===== config.mk =====
export PLATFORM = sky130hd
export DESIGN_NAME = ex_stage
export DESIGN_NICKNAME = d
export VERILOG_FILES = /design/src/rtl/ex_stage.sv
export SDC_FILE = /design/constraint.sdc
export NUM_CORES = 1
export LEC_CHECK = 0
export BUFFER_PORTS_ARGS = -buffer_cell sky130_fd_sc_hd__clkbuf_2
export CELL_PAD_IN_SITES_DETAIL_PLACEMENT = 1
export CELL_PAD_IN_SITES_GLOBAL_PLACEMENT = 2
export CORE_ASPECT_RATIO = 1.1
export CORE_MARGIN = 2
export CORE_UTILIZATION = 30
export CTS_CLUSTER_SIZE = 16
export DETAILED_ROUTE_END_ITERATION = 8
export PLACE_DENSITY_LB_ADDON = 0.1
export SETUP_SLACK_MARGIN = 0.4
export SLEW_MARGIN = 10
export SYNTH_ARGS = -nofsm -noshare
export SYNTH_HDL_FRONTEND = slang
export SYNTH_SLANG_ARGS = --single-unit

===== constraint.sdc =====
create_clock -name clk -period 5.9 [get_ports clk]
set_input_delay 0.885 -clock clk [delete_from_list [all_inputs] [get_ports clk]]
set_output_delay 0.885 -clock clk [all_outputs]
set_load 0.02 [all_outputs]

===== src/rtl/ex_stage.sv =====
// ex_stage: MIPS execute stage. Holds the ID/EX register, runs the ALU,
// issues the data SRAM request, forms the EX->MEM and forwarding buses and
// sequences a 32-step restoring divider for div/divu.
module ex_stage #(
  parameter int ID_TO_EX_WD  = 159,
  parameter int EX_TO_MEM_WD = 76,
  parameter int STALL_WD     = 6
) (
  input  logic                    clk,
  input  logic                    rst,
  input  logic [STALL_WD-1:0]     stall,
  input  logic [ID_TO_EX_WD-1:0]  id_to_ex_bus,
  output logic [EX_TO_MEM_WD-1:0] ex_to_mem_bus,
  output logic [37:0]             ex_to_id_bus,
  output logic                    data_sram_en,
  output logic [3:0]              data_sram_wen,
  output logic [31:0]             data_sram_addr,
  output logic [31:0]             data_sram_wdata,
  output logic                    hilo_we,
  output logic [31:0]             hi_wdata,
  output logic [31:0]             lo_wdata,
  output logic                    stallreq
);

  localparam logic [1:0] ST_IDLE = 2'd0;
  localparam logic [1:0] ST_BUSY = 2'd1;
  localparam logic [1:0] ST_DONE = 2'd2;

  localparam logic [5:0] OP_SB = 6'b101000;
  localparam logic [5:0] OP_SH = 6'b101001;

  logic [ID_TO_EX_WD-1:0] id_ex_q, id_ex_d;
  logic [1:0]  state_q, state_d;
  logic [5:0]  cnt_q, cnt_d;
  logic [31:0] dvd_q, dvd_d;   // dividend shifting out, quotient shifting in
  logic [31:0] rem_q, rem_d;
  logic [31:0] dvs_q, dvs_d;
  logic        q_neg_q, q_neg_d, r_neg_q, r_neg_d, dz_q, dz_d;

  logic [31:0] pc, inst, rdata1, rdata2;
  logic [11:0] alu_op;
  logic [2:0]  sel_src1;
  logic [3:0]  sel_src2;
  logic [3:0]  ram_wen;
  logic [4:0]  rf_waddr;
  logic        ram_en, rf_we, sel_rf_res;

  assign pc         = id_ex_q[158:127];
  assign inst       = id_ex_q[126:95];
  assign alu_op     = id_ex_q[94:83];
  assign sel_src1   = id_ex_q[82:80];
  assign sel_src2   = id_ex_q[79:76];
  assign ram_en     = id_ex_q[75];
  assign ram_wen    = id_ex_q[74:71];
  assign rf_we      = id_ex_q[70];
  assign rf_waddr   = id_ex_q[69:65];
  assign sel_rf_res = id_ex_q[64];
  assign rdata1     = id_ex_q[63:32];
  assign rdata2     = id_ex_q[31:0];

  logic is_div, is_signed_div;
  assign is_div        = (inst[31:26] == 6'b0) && (inst[5:1] == 5'b01101);
  assign is_signed_div = ~inst[0];

  // ID/EX register: bubble when EX stalls but MEM runs, load when EX runs, else hold
  always_comb begin
    id_ex_d = id_ex_q;
    if (stall[3] && !stall[4]) id_ex_d = '0;
    else if (!stall[3])        id_ex_d = id_to_ex_bus;
  end

  // Operand selection and ALU
  logic [31:0] src1, src2, result;
  logic signed [31:0] src1_s, src2_s;
  always_comb begin
    src1 = 32'b0;
    if (sel_src1[0])      src1 = rdata1;
    else if (sel_src1[1]) src1 = pc;
    else if (sel_src1[2]) src1 = {27'b0, inst[10:6]};
    src2 = 32'b0;
    if (sel_src2[0])      src2 = rdata2;
    else if (sel_src2[1]) src2 = {{16{inst[15]}}, inst[15:0]};
    else if (sel_src2[2]) src2 = 32'd8;
    else if (sel_src2[3]) src2 = {16'b0, inst[15:0]};
    src1_s = src1;
    src2_s = src2;
    result = 32'b0;
    if (alu_op[11]) result = result | (src1 + src2);
    if (alu_op[10]) result = result | (src1 - src2);
    if (alu_op[9])  result = result | {31'b0, src1_s < src2_s};
    if (alu_op[8])  result = result | {31'b0, src1 < src2};
    if (alu_op[7])  result = result | (src1 & src2);
    if (alu_op[6])  result = result | ~(src1 | src2);
    if (alu_op[5])  result = result | (src1 | src2);
    if (alu_op[4])  result = result | (src1 ^ src2);
    if (alu_op[3])  result = result | (src2 << src1[4:0]);
    if (alu_op[2])  result = result | (src2 >> src1[4:0]);
    if (alu_op[1])  result = result | $unsigned(src2_s >>> src1[4:0]);
    if (alu_op[0])  result = result | {src2[15:0], 16'b0};
  end

  // Store byte-lane enables and lane-replicated store data
  logic        is_store;
  logic [3:0]  mem_wen;
  logic [31:0] mem_wdata;
  always_comb begin
    is_store  = ram_en && (ram_wen != 4'b0);
    mem_wen   = 4'b0;
    mem_wdata = 32'b0;
    if (is_store) begin
      case (inst[31:26])
        OP_SB: begin
          mem_wen   = 4'b0001 << result[1:0];
          mem_wdata = {4{rdata2[7:0]}};
        end
        OP_SH: begin
          mem_wen   = result[1] ? 4'b1100 : 4'b0011;
          mem_wdata = {2{rdata2[15:0]}};
        end
        default: begin
          mem_wen   = 4'hF;
          mem_wdata = rdata2;
        end
      endcase
    end
  end

  // Divider sequencing: latch magnitudes, 32 restoring steps, one-cycle write-back
  logic [32:0] trial;
  logic        s1_neg, s2_neg, q_bit;
  always_comb begin
    state_d = state_q;
    cnt_d   = cnt_q;
    dvd_d   = dvd_q;
    rem_d   = rem_q;
    dvs_d   = dvs_q;
    q_neg_d = q_neg_q;
    r_neg_d = r_neg_q;
    dz_d    = dz_q;
    s1_neg  = is_signed_div & rdata1[31];
    s2_neg  = is_signed_div & rdata2[31];
    trial   = {rem_q, dvd_q[31]};
    q_bit   = (trial >= {1'b0, dvs_q});
    case (state_q)
      ST_IDLE: begin
        if (is_div) begin
          state_d = ST_BUSY;
          cnt_d   = 6'd0;
          dvd_d   = s1_neg ? -rdata1 : rdata1;
          dvs_d   = s2_neg ? -rdata2 : rdata2;
          rem_d   = 32'b0;
          q_neg_d = s1_neg ^ s2_neg;
          r_neg_d = s1_neg;
          dz_d    = (rdata2 == 32'b0);
        end
      end
      ST_BUSY: begin
        rem_d = q_bit ? 32'(trial - {1'b0, dvs_q}) : trial[31:0];
        dvd_d = {dvd_q[30:0], q_bit};
        cnt_d = cnt_q + 6'd1;
        if (!is_div)              state_d = ST_IDLE;
        else if (cnt_q == 6'd31)  state_d = ST_DONE;
      end
      default: state_d = ST_IDLE;
    endcase
  end

  // State and datapath registers
  always_ff @(posedge clk or negedge rst) begin
    if (!rst) begin
      id_ex_q <= '0;
      state_q <= ST_IDLE;
      cnt_q   <= 6'd0;
      dvd_q   <= 32'b0;
      rem_q   <= 32'b0;
      dvs_q   <= 32'b0;
      q_neg_q <= 1'b0;
      r_neg_q <= 1'b0;
      dz_q    <= 1'b0;
    end else begin
      id_ex_q <= id_ex_d;
      state_q <= state_d;
      cnt_q   <= cnt_d;
      dvd_q   <= dvd_d;
      rem_q   <= rem_d;
      dvs_q   <= dvs_d;
      q_neg_q <= q_neg_d;
      r_neg_q <= r_neg_d;
      dz_q    <= dz_d;
    end
  end

  // Output forming; everything downstream sees a bubble while a divide is stalling
  logic done;
  always_comb begin
    done            = (state_q == ST_DONE);
    stallreq        = is_div && !done;
    hilo_we         = done;
    hi_wdata        = done ? (r_neg_q ? -rem_q : rem_q) : 32'b0;
    lo_wdata        = !done ? 32'b0 : dz_q ? 32'hFFFF_FFFF : (q_neg_q ? -dvd_q : dvd_q);
    ex_to_mem_bus   = stallreq ? '0 : EX_TO_MEM_WD'({pc, ram_en, ram_wen, sel_rf_res,
                                                     rf_we, rf_waddr, result});
    ex_to_id_bus    = stallreq ? 38'b0 : {rf_we, rf_waddr, result};
    data_sram_en    = stallreq ? 1'b0 : ram_en;
    data_sram_wen   = stallreq ? 4'b0 : mem_wen;
    data_sram_addr  = result;
    data_sram_wdata = mem_wdata;
  end

endmodule


# Word level (Yosys, flattened, before mapping)
# Cells that the tools add are included.
# totals
reg_bits,266
latch_bits,0
ram_bits,0
rom_bits,0
out_inout_bits,249
elab_cells,114
n_memories,0
# classes
addsub,8
n_mul,0
div_mod_pow,0
n_lt_le_gt_ge,3
eq_ne,9
n_shift,4
muxes,48
n_bitwise,19
reduce_logical,14
# ops
op,count
$mux 32,27
$or 32x32->32,10
$mux 159,2
$pmux 32 s2,3
$neg 32->32,4
$mux 76,1
$lt 32x32->1,2
$or 32x1->32,2
$sub 32x32->32,2
$mux 38,1
$ge 33x32->1,1
$add 32x32->32,1
$and 32x32->32,1
$logic_not 32->1,1
$mux 16,2
$not 32->32,1
$shl 32x5->32,1
$shr 32x5->32,1
$sshr 32x5->32,1
$xor 32x32->32,1
$eq 6x6->1 const B,2
$mux 4,3
$pmux 6 s2,1
$pmux 4 s2,1
24 further kinds,33

# Logic depth before layout (Yosys ltp)
# Gate-level depths: netlist of the first run.
# depth
word_depth,32
depth_mapped,21
ltp_nobuf,17

# Worst setup path before layout of the first run
# No wires, ideal clock.
# synth_path
path_type,register to output
startpoint,register id_ex_q[80]
endpoint,output data_sram_wen[2]
arrival_ps,5421
setup_slack_ps,-406
path_stages_with_launch,21
n_path_buf,6
path_cell_list,dfrtp_1 > clkbuf_1 > clkbuf_1 > a21oi_1 > a21oi_1 > clkbuf_1 > clkbuf_1 > buf_1 > buf_1 > ha_1 > inv_1 > a21oi_1 > o311a_1 > o21ai_1 > a31oi_1 > o31a_1 > o21ai_0 > a31oi_1 > nor4_1 > inv_1 > a21boi_0
# synth_via
elab_chain_cells,29
elab_cells_between_ends,40
# synth_rtl
element,line_no,source
from (decl),32,"logic [ID_TO_EX_WD-1:0] id_ex_q, id_ex_d;"
from (signal assigned),181,id_ex_q <= id_ex_d;
$mux 32 *,77,if (sel_src1[0]) src1 = rdata1;
$add 32x32->32,88,if (alu_op[11]) result = result | (src1 + src2);
$mux 32,88,
$or 32x32->32,89,if (alu_op[10]) result = result | (src1 - src2);
$mux 32,89,
$or 32x1->32,90,"if (alu_op[9]) result = result | {31'b0, src1_s < src2_s};"
$mux 32,90,
$or 32x1->32,91,"if (alu_op[8]) result = result | {31'b0, src1 < src2};"
[14 not listed],-,
$mux 32 *,98,if (alu_op[1]) result = result | $unsigned(src2_s >>> src1[4:0]);
$or 32x32->32,99,"if (alu_op[0]) result = result | {src2[15:0], 16'b0};"
$mux 32 *,99,
named net data_sram_addr[0],17,"output logic [31:0] data_sram_addr,"
$shl 1x2->4 *,113,mem_wen = 4'b0001 << result[1:0];
$pmux 4 s2 *,111,case (inst[31:26])
$mux 4 *,110,if (is_store) begin
$mux 4 *,205,data_sram_wen = stallreq ? 4'b0 : mem_wen;
to (decl),16,"output logic [3:0] data_sram_wen,"
# The timed path passes the listed nets; every way through them passes the cells marked *.

# Worst setup path in the final report of the first run
# layout_path
startpoint,register id_ex_q[79]
endpoint,output data_sram_addr[20]
# layout_via
elab_chain_cells,28
elab_cells_between_ends,32
# layout_rtl
element,line_no,source
$mux 16 *,84,"else if (sel_src2[3]) src2 = {16'b0, inst[15:0]};"
$mux 16 *,83,else if (sel_src2[2]) src2 = 32'd8;
$mux 32 *,82,"else if (sel_src2[1]) src2 = {{16{inst[15]}}, inst[15:0]};"
$mux 32 *,81,if (sel_src2[0]) src2 = rdata2;
$add 32x32->32,88,
$mux 32,88,
$or 32x32->32,89,
$mux 32,89,
[12 not listed],-,
$or 32x32->32,96,if (alu_op[3]) result = result | (src2 << src1[4:0]);
$mux 32,96,
$or 32x32->32,97,if (alu_op[2]) result = result | (src2 >> src1[4:0]);
$mux 32,97,
$or 32x32->32,98,
$mux 32,98,
$or 32x32->32,99,
$mux 32 *,99,
to (decl),17,
# Mark *: on every way between the ends. The rest lies on a longest branch, timed or not.

==> metrics.cfg, run 1 <==
[die]
rows = 114
coreArea_um2 = 87700
die_h_um = 316
die_area_um2 = 90600
io_pins = 416
die_x_um = 287
start_util_pct = 30.2

[sta]
finalMaxSlewViolations = 0
tightest_slew_ps = 1230
finClkSkew_ps = 41.8
fmax_mhz = 165
slew_headroom_pct = 17.2
layout_min_cycle_time_ps = 6070
final.period_utilization_pct = 103
rsz0062_at_grt = true
finalSetupViolations = 13
final.setup.worst_slack_ps = -169
hold_viol_final = 0

[global_route]
grt_max_degree = 148
grt_util_all_layers_pct = 30.6
overflow = 0
grt_pass1_wl_mm = 206
grt_pass1_vias = 29900
antenna_found_initial = 3

[logic_synthesis]
synth_xor_xnor_area_share_pct = 6.22
synthMuxAreaShare_pct = 4.53
synth_seq_cells = 256
synth_fa_ha_area_share_pct = 6.51
ys_seq_area_share_pct = 24.2
synth.distinct_cells = 82
synth_compound_area_share_pct = 27.9
synth.avg_cell_area_um2 = 7.25
synth_edf_count = 0
synth_top_family_by_area = compound AO/OA/AOI/OAI gates
yosys_most_used_dff = dfrtp_1
synthArstFlopShare_pct = 100
syn-cell-area_um2 = 26500
yosys.area_share.simple_pct = 20.8
postSynthCellCount = 3652
ys_warn_count = 0
synth_nets = 3955

[placement]
placed_cell_area_um2 = 30700
io_buffer_count = 401
dp.cells = 5145
routabilityCongestion = 1.02
dp_hpwl_mm = 112

[power_and_ir_drop]
switchingPower_mw = 4.53
combPwrFrac_pct = 58.1
seq_power_share_pct = 20.8
p_per_area_nw_per_um2 = 291
vdd_drop_max_mv = 0.276
intPower_mw = 5.45
swShare_pct = 45.4
p_leak_nw = 15.6
p_total_mw = 9.98
clkPwrFrac_pct = 21.1

[clocking]
clockBufferDepth = 3
h-tree-depth = 2
clock_latency_ps = 570
cts.clk_slew.worst_paths_ps = 60
postCtsHoldBufs = 0
cts-root-buf = clkbuf_16
cts_tree = done
clock-sinks = 256
cts_made_buffers = 35

[layout]
final_common_cell = o21ai_0
nNetsFinal = 4404
layout_common_cells = o21ai_0 (371), clkbuf_2 (326), nand2_1 (303)
drive_above_1_share_pct = 25.5
area_delta_synth_final_pct = 29.5
final_area_um2 = 34300
fin_cells = 5291

[setup_path]
crit_start = id_ex_q[79]
cp_max_fo = 4
required_ps = 5020
worstPathArrival_ps = 5180
rr_worst_depth = 7
r2r-end = dz_q
slowest_delay_ps = 570
criticalPathCategory = register to output port
crit_chain = nor2b_4 -> buf_6 -> o211ai_1 -> nand2_2 -> inv_2 -> ha_4 -> or4_4 -> or4_4 -> a211oi_4 -> buf_6 -> o41ai_4 -> o221ai_2 -> buf_4 -> buf_6 -> buf_6 -> buf_6 -> buf_6 -> o221a_4 -> nor2_2 -> buf_6 -> or3_4 -> buf_8
rrSetupSlack_ps = 1840
rr_startpoint = id_ex_q[97]
cp_slowest_cell = or4_4
crit_top_cell = buf_6
crit_path_end_kind = output port
start_kind = register

[drt]
num_vias = 29700
ant_nets = 0
routed_wl_mm = 143
first_pass_iters = 6
drcViolationCount = 0
drt_iter0_drc = 2206
avgRoutedWirePerCell_um = 27.0
via_per_inst = 5.61

[worst_hold_path]
worstHoldPathType = input port to async pin

[run_status]
failed_checks = setup timing
status = finished with violations

[flow_run]
cap_viol_max_count = 0

-- logic make-up after synthesis --
kind of cell / count (synthesis)
AOI/OAI and AO/OA: 1166
xor gates and xnor gates: 188
adders and majority gates: 136
buffers and inverters: 639
DFF: 256
muxes: 117
and+or+nand+nor: 1150
-- worst max path at each step --
stage and endpoint:
4_1_cts data_sram_addr[20], 6_report data_sram_addr[20], 5_1_grt data_sram_addr[20], 3_5_place_dp ex_to_mem_bus[28]
3_3_place_gp ex_to_mem_bus[19], 2_1_floorplan ex_to_mem_bus[22]
-- registers in the layout (all words and copies together) (netlist names) --
register  cells
r_neg_q       1
id_ex_q     149
dvs_q        32
dz_q          1
rem_q        32
dvd_q        32
cnt_q         6
state_q       2
q_neg_q       1
-- critical path: cells and delay by family, from the launching register on --
kind	cells	cell delay, ps
AOI/OAI and AO/OA	5	940
adders and majority gates	1	200
buffers and inverters	10	1170
DFF	1	450
and+or+nand+nor	6	1840
-- metrics by stage --
step / TNS (ps) / utilization [%] / setup WS (ps) / hold slack [ps]
2_1_floorplan: 0 / - / 426 / 449
3_3_place_gp: 0 / 34.9 / 129 / 462
3_5_place_dp: 0 / 34.9 / 79.6 / 471
4_1_cts: -761 / 38.2 / -188 / 339
5_1_grt: -5520 / 39.1 / -278 / 355
6_report: -962 / 39.1 / -169 / 299
-- final cells by class --
class,instances,area (um2)
Clock inverter,9,90.1
Tap cell,1160,1450
Fill cell,10800,53400
Antenna cell,4,10.0
Inverter,310,1190
Timing Repair Buffer,741,5350
Multi-Input combinational cell,2757,18800
Clock buffer,54,1030
Sequential cell,256,6420
-- power groups by stage --
stage | Combinational (mW) | Clock [mW] | Sequential (mW)
floorplan | 3.27 | 0 | 1.99
global placement | 5.00 | 0 | 2.10
detailed placement | 5.01 | 0 | 2.10
CTS | 5.49 | 2.17 | 2.07
global route | 6.17 | 2.25 | 2.09
finish | 5.80 | 2.11 | 2.07
-- synth_stat cells (all sizes together), types with 39 or more instances --
| cell | instances | area, um2 |
|---|---|---|
| a22oi | 45 | 338 |
| nor2 | 244 | 916 |
| nand2 | 312 | 1170 |
| xor2 | 98 | 858 |
| a21oi | 252 | 1260 |
| inv | 305 | 1140 |
| o21ai | 396 | 1980 |
| clkbuf | 231 | 888 |
| and2 | 89 | 557 |
| a211oi | 74 | 556 |
| o211ai | 41 | 308 |
| nand3 | 246 | 1230 |
| mux2i | 95 | 951 |
| ha | 133 | 1660 |
| o31ai | 44 | 335 |
| dfrtp | 256 | 6410 |
| xnor2 | 90 | 788 |
| nand2b | 39 | 244 |
| buf | 98 | 541 |
| nor3 | 57 | 285 |
-- per-layer routing --
layer	share of wire (%)	wire length (um)	up-vias	GRT usage, %
li1	-	-	13800	-
met1	44	62400	14700	39.8
met2	47	66800	921	51.4
met3	4.3	6060	223	2.87
met4	5.1	7270	0	13.2
met5	0	0	-	0
-- what timing repair did --
item                       CTS  global route
setup buffers               58            21
pin swaps                   70            47
resized for setup          300           172
setup endpoints to repair   94            98
gates cloned                 0             0
(Power assumes the default switching activity.)
==> inputs of run 2 (changes only) <==
--- a/config.mk
+++ b/config.mk
@@ -13,7 +13,9 @@
 export CORE_UTILIZATION = 30
 export CTS_CLUSTER_SIZE = 16
 export DETAILED_ROUTE_END_ITERATION = 8
+export MAX_ROUTING_LAYER = met4
 export PLACE_DENSITY_LB_ADDON = 0.1
+export REMOVE_ABC_BUFFERS = 1
 export SETUP_SLACK_MARGIN = 0.4
 export SLEW_MARGIN = 10
 export SYNTH_ARGS = -nofsm -noshare
==> run 2 against run 1 <==
Against the previous run:
- via count down 0.98%
- worst setup slack better by 240 ps
- sequential share of layout area up 0.26 points
- register-to-register slack worse by 140 ps
- highest routed layer unchanged
- critical path depth down 2
- count of clock-buffer cells in the layout down 4
- combinational power down 4.7%
- first-iteration DRC count down 11%
- largest power group unchanged
- the flow now finishes without violations
- clock skew down 1.8 ps
- clock power up 2%
- wire length down 2.2%
==> metrics.cfg, run 2 (synthesized netlist as in run 1, its figures left out) <==
[run_status]
status = complete, no violations

[global_route]
overflow = 0
grt_util_all_layers_pct = 30.8
grt_pass1_wl_mm = 203
grt_max_degree = 158
grtUsageMet1_pct = 38.2
gr-max-usage-layer = met2
met2_usage_pct = 50.8
use_met3_pct = 3.07
antenna_found_initial = 5
grt_pass1_vias = 29500

[layout]
nNetsFinal = 4393
area_delta_synth_final_pct = 27.7
top_register = id_ex_q
drive_above_1_share_pct = 25.1
final_common_cell = o21ai_0
largest_reg_flops = 149
fin_cells = 5279
layout_common_cells = o21ai_0 (379), clkbuf_2 (355), nand2_1 (303)

[setup_path]
criticalPathCategory = register to output port
cp_max_fo = 6
start_kind = register
worstPathArrival_ps = 4950
crit_path_end_kind = output port
required_ps = 5020

[drt]
routed_wl_mm = 139
avgRoutedWirePerCell_um = 26.4
ant_nets = 0
drt_iter0_drc = 1967
num_vias = 29400
via_per_inst = 5.57
first_pass_iters = 5
drcViolationCount = 0

[sta]
slew_headroom_pct = 23.9
finalMaxSlewViolations = 0
final.setup.worst_slack_ps = 68.1
final.period_utilization_pct = 98.8
fin_tns_setup_ps = 0
rsz0062_at_grt = true
finClkSkew_ps = 39.9
holdWs_ps = 317
fmax_mhz = 171
hold_viol_final = 0
finalSetupViolations = 0
tightest_slew_ps = 1130
layout_min_cycle_time_ps = 5830

[die]
die_x_um = 287
rows = 114
die_h_um = 316
io_pins = 416
coreArea_um2 = 87700
die_area_um2 = 90600
start_util_pct = 30.2

[placement]
pre_cts_slack_ps = 188
dp.cells = 5159
dp_hpwl_mm = 110
io_buffer_count = 401
routabilityCongestion = 1.02

[power_and_ir_drop]
p_total_mw = 9.73
vdd_drop_max_mv = 0.286
p_leak_nw = 15.4
p_per_area_nw_per_um2 = 288

[clocking]
clock-sinks = 256
cts-root-buf = clkbuf_16
h-tree-depth = 2
clockBufferDepth = 3
cts.clk_slew.worst_paths_ps = 50
cts_tree = done
clock_latency_ps = 580
postCtsHoldBufs = 0
cts_made_buffers = 35

[worst_hold_path]
worstHoldPathType = input port to async pin

[flow_run]
cap_viol_max_count = 0

## run 2: cell count changes in the layout (fill, tap and decap cells not counted), sizes merged
cell / change
diode: +1
and3b: +1
bufinv: +2
inv: -2
clkbuf: +7
clkinvlp: -1
buf: -23
clkinv: +3
## run 2: metrics by stage
stage / utilization, % / cell area (um2)
6_report: 38.5 / 33800
2_1_floorplan: - / 25000
5_1_grt: 38.5 / 33800
3_3_place_gp: 35.0 / 30700
3_5_place_dp: 35.0 / 30700
4_1_cts: 37.7 / 33000
## run 2: layout make-up
class | count | area, um2
Clock buffer | 50 | 982
Antenna cell | 5 | 12.5
Timing Repair Buffer | 729 | 4940
Tap cell | 1160 | 1450
Clock inverter | 11 | 149
Fill cell | 10900 | 53900
Inverter | 310 | 1190
Multi-Input combinational cell | 2758 | 18700
Sequential cell | 256 | 6410
## run 2: worst max-delay path: stages, from the launching register on
cell	delay, ps
dfrtp_1	390
nor2b_1	110
buf_4	130
buf_6	120
o21ai_2	50
o21ai_1	140
buf_4	210
inv_4	50
ha_4	220
or4_4	510
or4_4	520
a211oi_4	250
o41ai_4	110
o221ai_2	230
and3_4	240
buf_6	90
mux2i_2	190
nor2_1	60
a2111o_1	410
and2_4	190
clkbuf_8	140
## run 2: what timing repair did
action                                  CTS  global route
endpoints found under the setup margin   86            76
buffers inserted                         33            20
resized for setup                       218           167
gates cloned                              0             1
pin swaps                                53            45
## run 2: worst paths after layout
check                                  from           endpoint  slack (ps)  depth (start not counted)
min in group clk                   dvs_q[5]           dvs_q[5]         480                          2
worst max-delay path            id_ex_q[78]  ex_to_mem_bus[24]          70                         20
worst max register to register    dvd_q[31]          rem_q[30]        1700                         14
worst min-delay path                    rst        id_ex_q[68]         320                          1
worst min register to register     dvs_q[5]           dvs_q[5]         480                          2
max in group asynchronous               rst          rem_q[10]        4250                          2
## run 2: power by group
group | total (mW) | leakage [nW] | internal, mW | switching [mW]
sequential | 2.06 | 3.36 | 1.87 | 0.182
clock | 2.15 | 0.554 | 1.26 | 0.891
combinational | 5.53 | 11.5 | 2.15 | 3.38
total | 9.73 | 15.4 | 5.28 | 4.45
## run 2: per-layer routing
metal  share of wire, %  routed length (um)  vias up
li1                   -                   -    13800
met1                 43               59500    14500
met2                 48               66700      846
met3                4.4                6110      248
met4                5.2                7180        0
met5                  0                   0        -
==> inputs of run 3 (changes only) <==
==> constraint.sdc (replaced) <==
create_clock -name clk -period 5.9 [get_ports clk]
set_input_delay 1.18 -clock clk [delete_from_list [all_inputs] [get_ports clk]]
set_output_delay 1.18 -clock clk [all_outputs]
set_load 0.02 [all_outputs]
==> run 3 against run 2 <==
Against the previous run:
- the flow now finishes with violations (setup timing)
- critical path depth up 2
- global-route usage up 0.52 points
- clock power up 7%
- highest routed layer unchanged
==> metrics.cfg, run 3 (synthesized netlist as in run 1, its figures left out) <==
[sta]
layout_min_cycle_time_ps = 6220
finalSetupViolations = 30
tightest_slew_ps = 1150
fin_tns_setup_ps = -4010
finClkSkew_ps = 31.7
hold_viol_final = 0
final.setup.worst_slack_ps = -321
final.period_utilization_pct = 105
holdWs_ps = 479
slew_headroom_pct = 22.5
finalMaxSlewViolations = 0
fmax_mhz = 161
rsz0062_at_grt = true

[layout]
layout_common_cells = buf_4 (418), o21ai_0 (374), clkbuf_2 (330)
top_register = id_ex_q
largest_reg_flops = 149
seq_area_um2 = 6410
final_area_um2 = 35600
final.fill_count = 10800
nNetsFinal = 4546
drive_above_1_share_pct = 28.6
final_common_cell = buf_4
multi_input_area_um2 = 18800
area_delta_synth_final_pct = 34.4
final_util_pct = 40.5

[drt]
first_pass_iters = 5
drcViolationCount = 0
routed_wl_mm = 143
drt_iter0_drc = 2132
num_vias = 30200
ant_nets = 0
via_per_inst = 5.56
avgRoutedWirePerCell_um = 26.3

[clocking]
cts-root-buf = clkbuf_16
h-tree-depth = 2
clock_latency_ps = 570
clock-sinks = 256
cts_made_buffers = 37
clockBufferDepth = 3
cts_tree = done
cts.clk_slew.worst_paths_ps = 60

[setup_path]
crit_end = ex_to_mem_bus[28]
rr_startpoint = dvd_q[31]
rr_worst_depth = 14
criticalPathCategory = register to output port
rrSetupSlack_ps = 1840
required_ps = 4720
crit_start = id_ex_q[79]
start_kind = register
cp_max_fo = 4
crit_path_end_kind = output port
worstPathArrival_ps = 5040
r2r-end = rem_q[30]

[placement]
dp_hpwl_mm = 111
routabilityCongestion = 1.03
placed_cell_area_um2 = 31700
io_buffer_count = 401

[global_route]
grt_pass1_wl_mm = 206
grt_max_degree = 150
grt_util_all_layers_pct = 31.3
grt_pass1_vias = 30200
antenna_found_initial = 1
overflow = 0

[die]
die_area_um2 = 90600
rows = 114
coreArea_um2 = 87700
die_x_um = 287
io_pins = 416
start_util_pct = 30.2
die_h_um = 316

[run_status]
failed_checks = setup timing
status = finished with violations

[worst_hold_path]
worstHoldPathType = register to register
hold_start = dvs_q[11]

[flow_run]
cap_viol_max_count = 0

[power_and_ir_drop]
vdd_drop_max_mv = 0.229
p_per_area_nw_per_um2 = 288
p_leak_nw = 16.4
p_total_mw = 10.2

[run 3: repair_timing]
item / in CTS / in global routing
setup endpoints to repair: 98 / 96
resized for setup: 287 / 233
pin swaps: 45 / 72
hold buffers: 0 / 0
gates cloned: 0 / 1
buffers inserted: 52 / 35
[run 3: how the worst min path moves through the flow]
stage | cells past startpoint | slack (ps) | endpoint
2_1_floorplan | 1 | 450 | state_q[1]
3_3_place_gp | 2 | 460 | dvs_q[10]
3_5_place_dp | 2 | 470 | dvs_q[25]
4_1_cts | 2 | 480 | dvs_q[25]
5_1_grt | 2 | 510 | dvs_q[3]
6_report | 2 | 480 | dvs_q[11]
[run 3: through the flow]
stage               setup slack [ps]  cells
floorplan                      -4020   3323
global placement                -117   5276
detailed placement              -178   5276
CTS                             -277   5393
global route                    -447   5430
finish                          -321   5432
[run 3: critical path, stage by stage, from the launching register on]
cell and delay (ps):
dfrtp_1 390, nor2b_4 140, buf_6 120, buf_4 120
buf_6 120, o211ai_1 220, and2_4 250, buf_6 130
fa_2 240, nor2_4 50, o31ai_4 220, buf_6 180
a211oi_4 80, o41ai_2 310, buf_4 180, o221ai_4 90
and3_4 200, buf_4 130, a221oi_2 270, mux2i_1 110
or4_4 590, and2_4 180, buf_8 120
[run 3: cell type report]
| type | instances | share of cell area (%) |
|---|---|---|
| clock buffers | 53 | 3.11 |
| multi-input cells | 2757 | 52.9 |
| repair buffers | 881 | 18.1 |
| well taps | 1160 | 4.08 |
| clock inverters | 12 | 0.369 |
| diodes | 3 | 0.0211 |
| inverters | 310 | 3.33 |
| flip-flops and latches | 256 | 18.0 |
[run 3: power by group]
group,switching [mW],internal (mW)
sequential,0.177,1.87
combinational,3.48,2.41
clock,0.909,1.39
[run 3: metal layers]
metal  wire length, um  global-route usage (%)  vias up
met5                 0                       -        -
met4              7980                    14.2        0
met3              6080                    3.28      284
met2             68100                    51.9      857
met1             60500                    38.4    15000
li1                  -                       -    14100
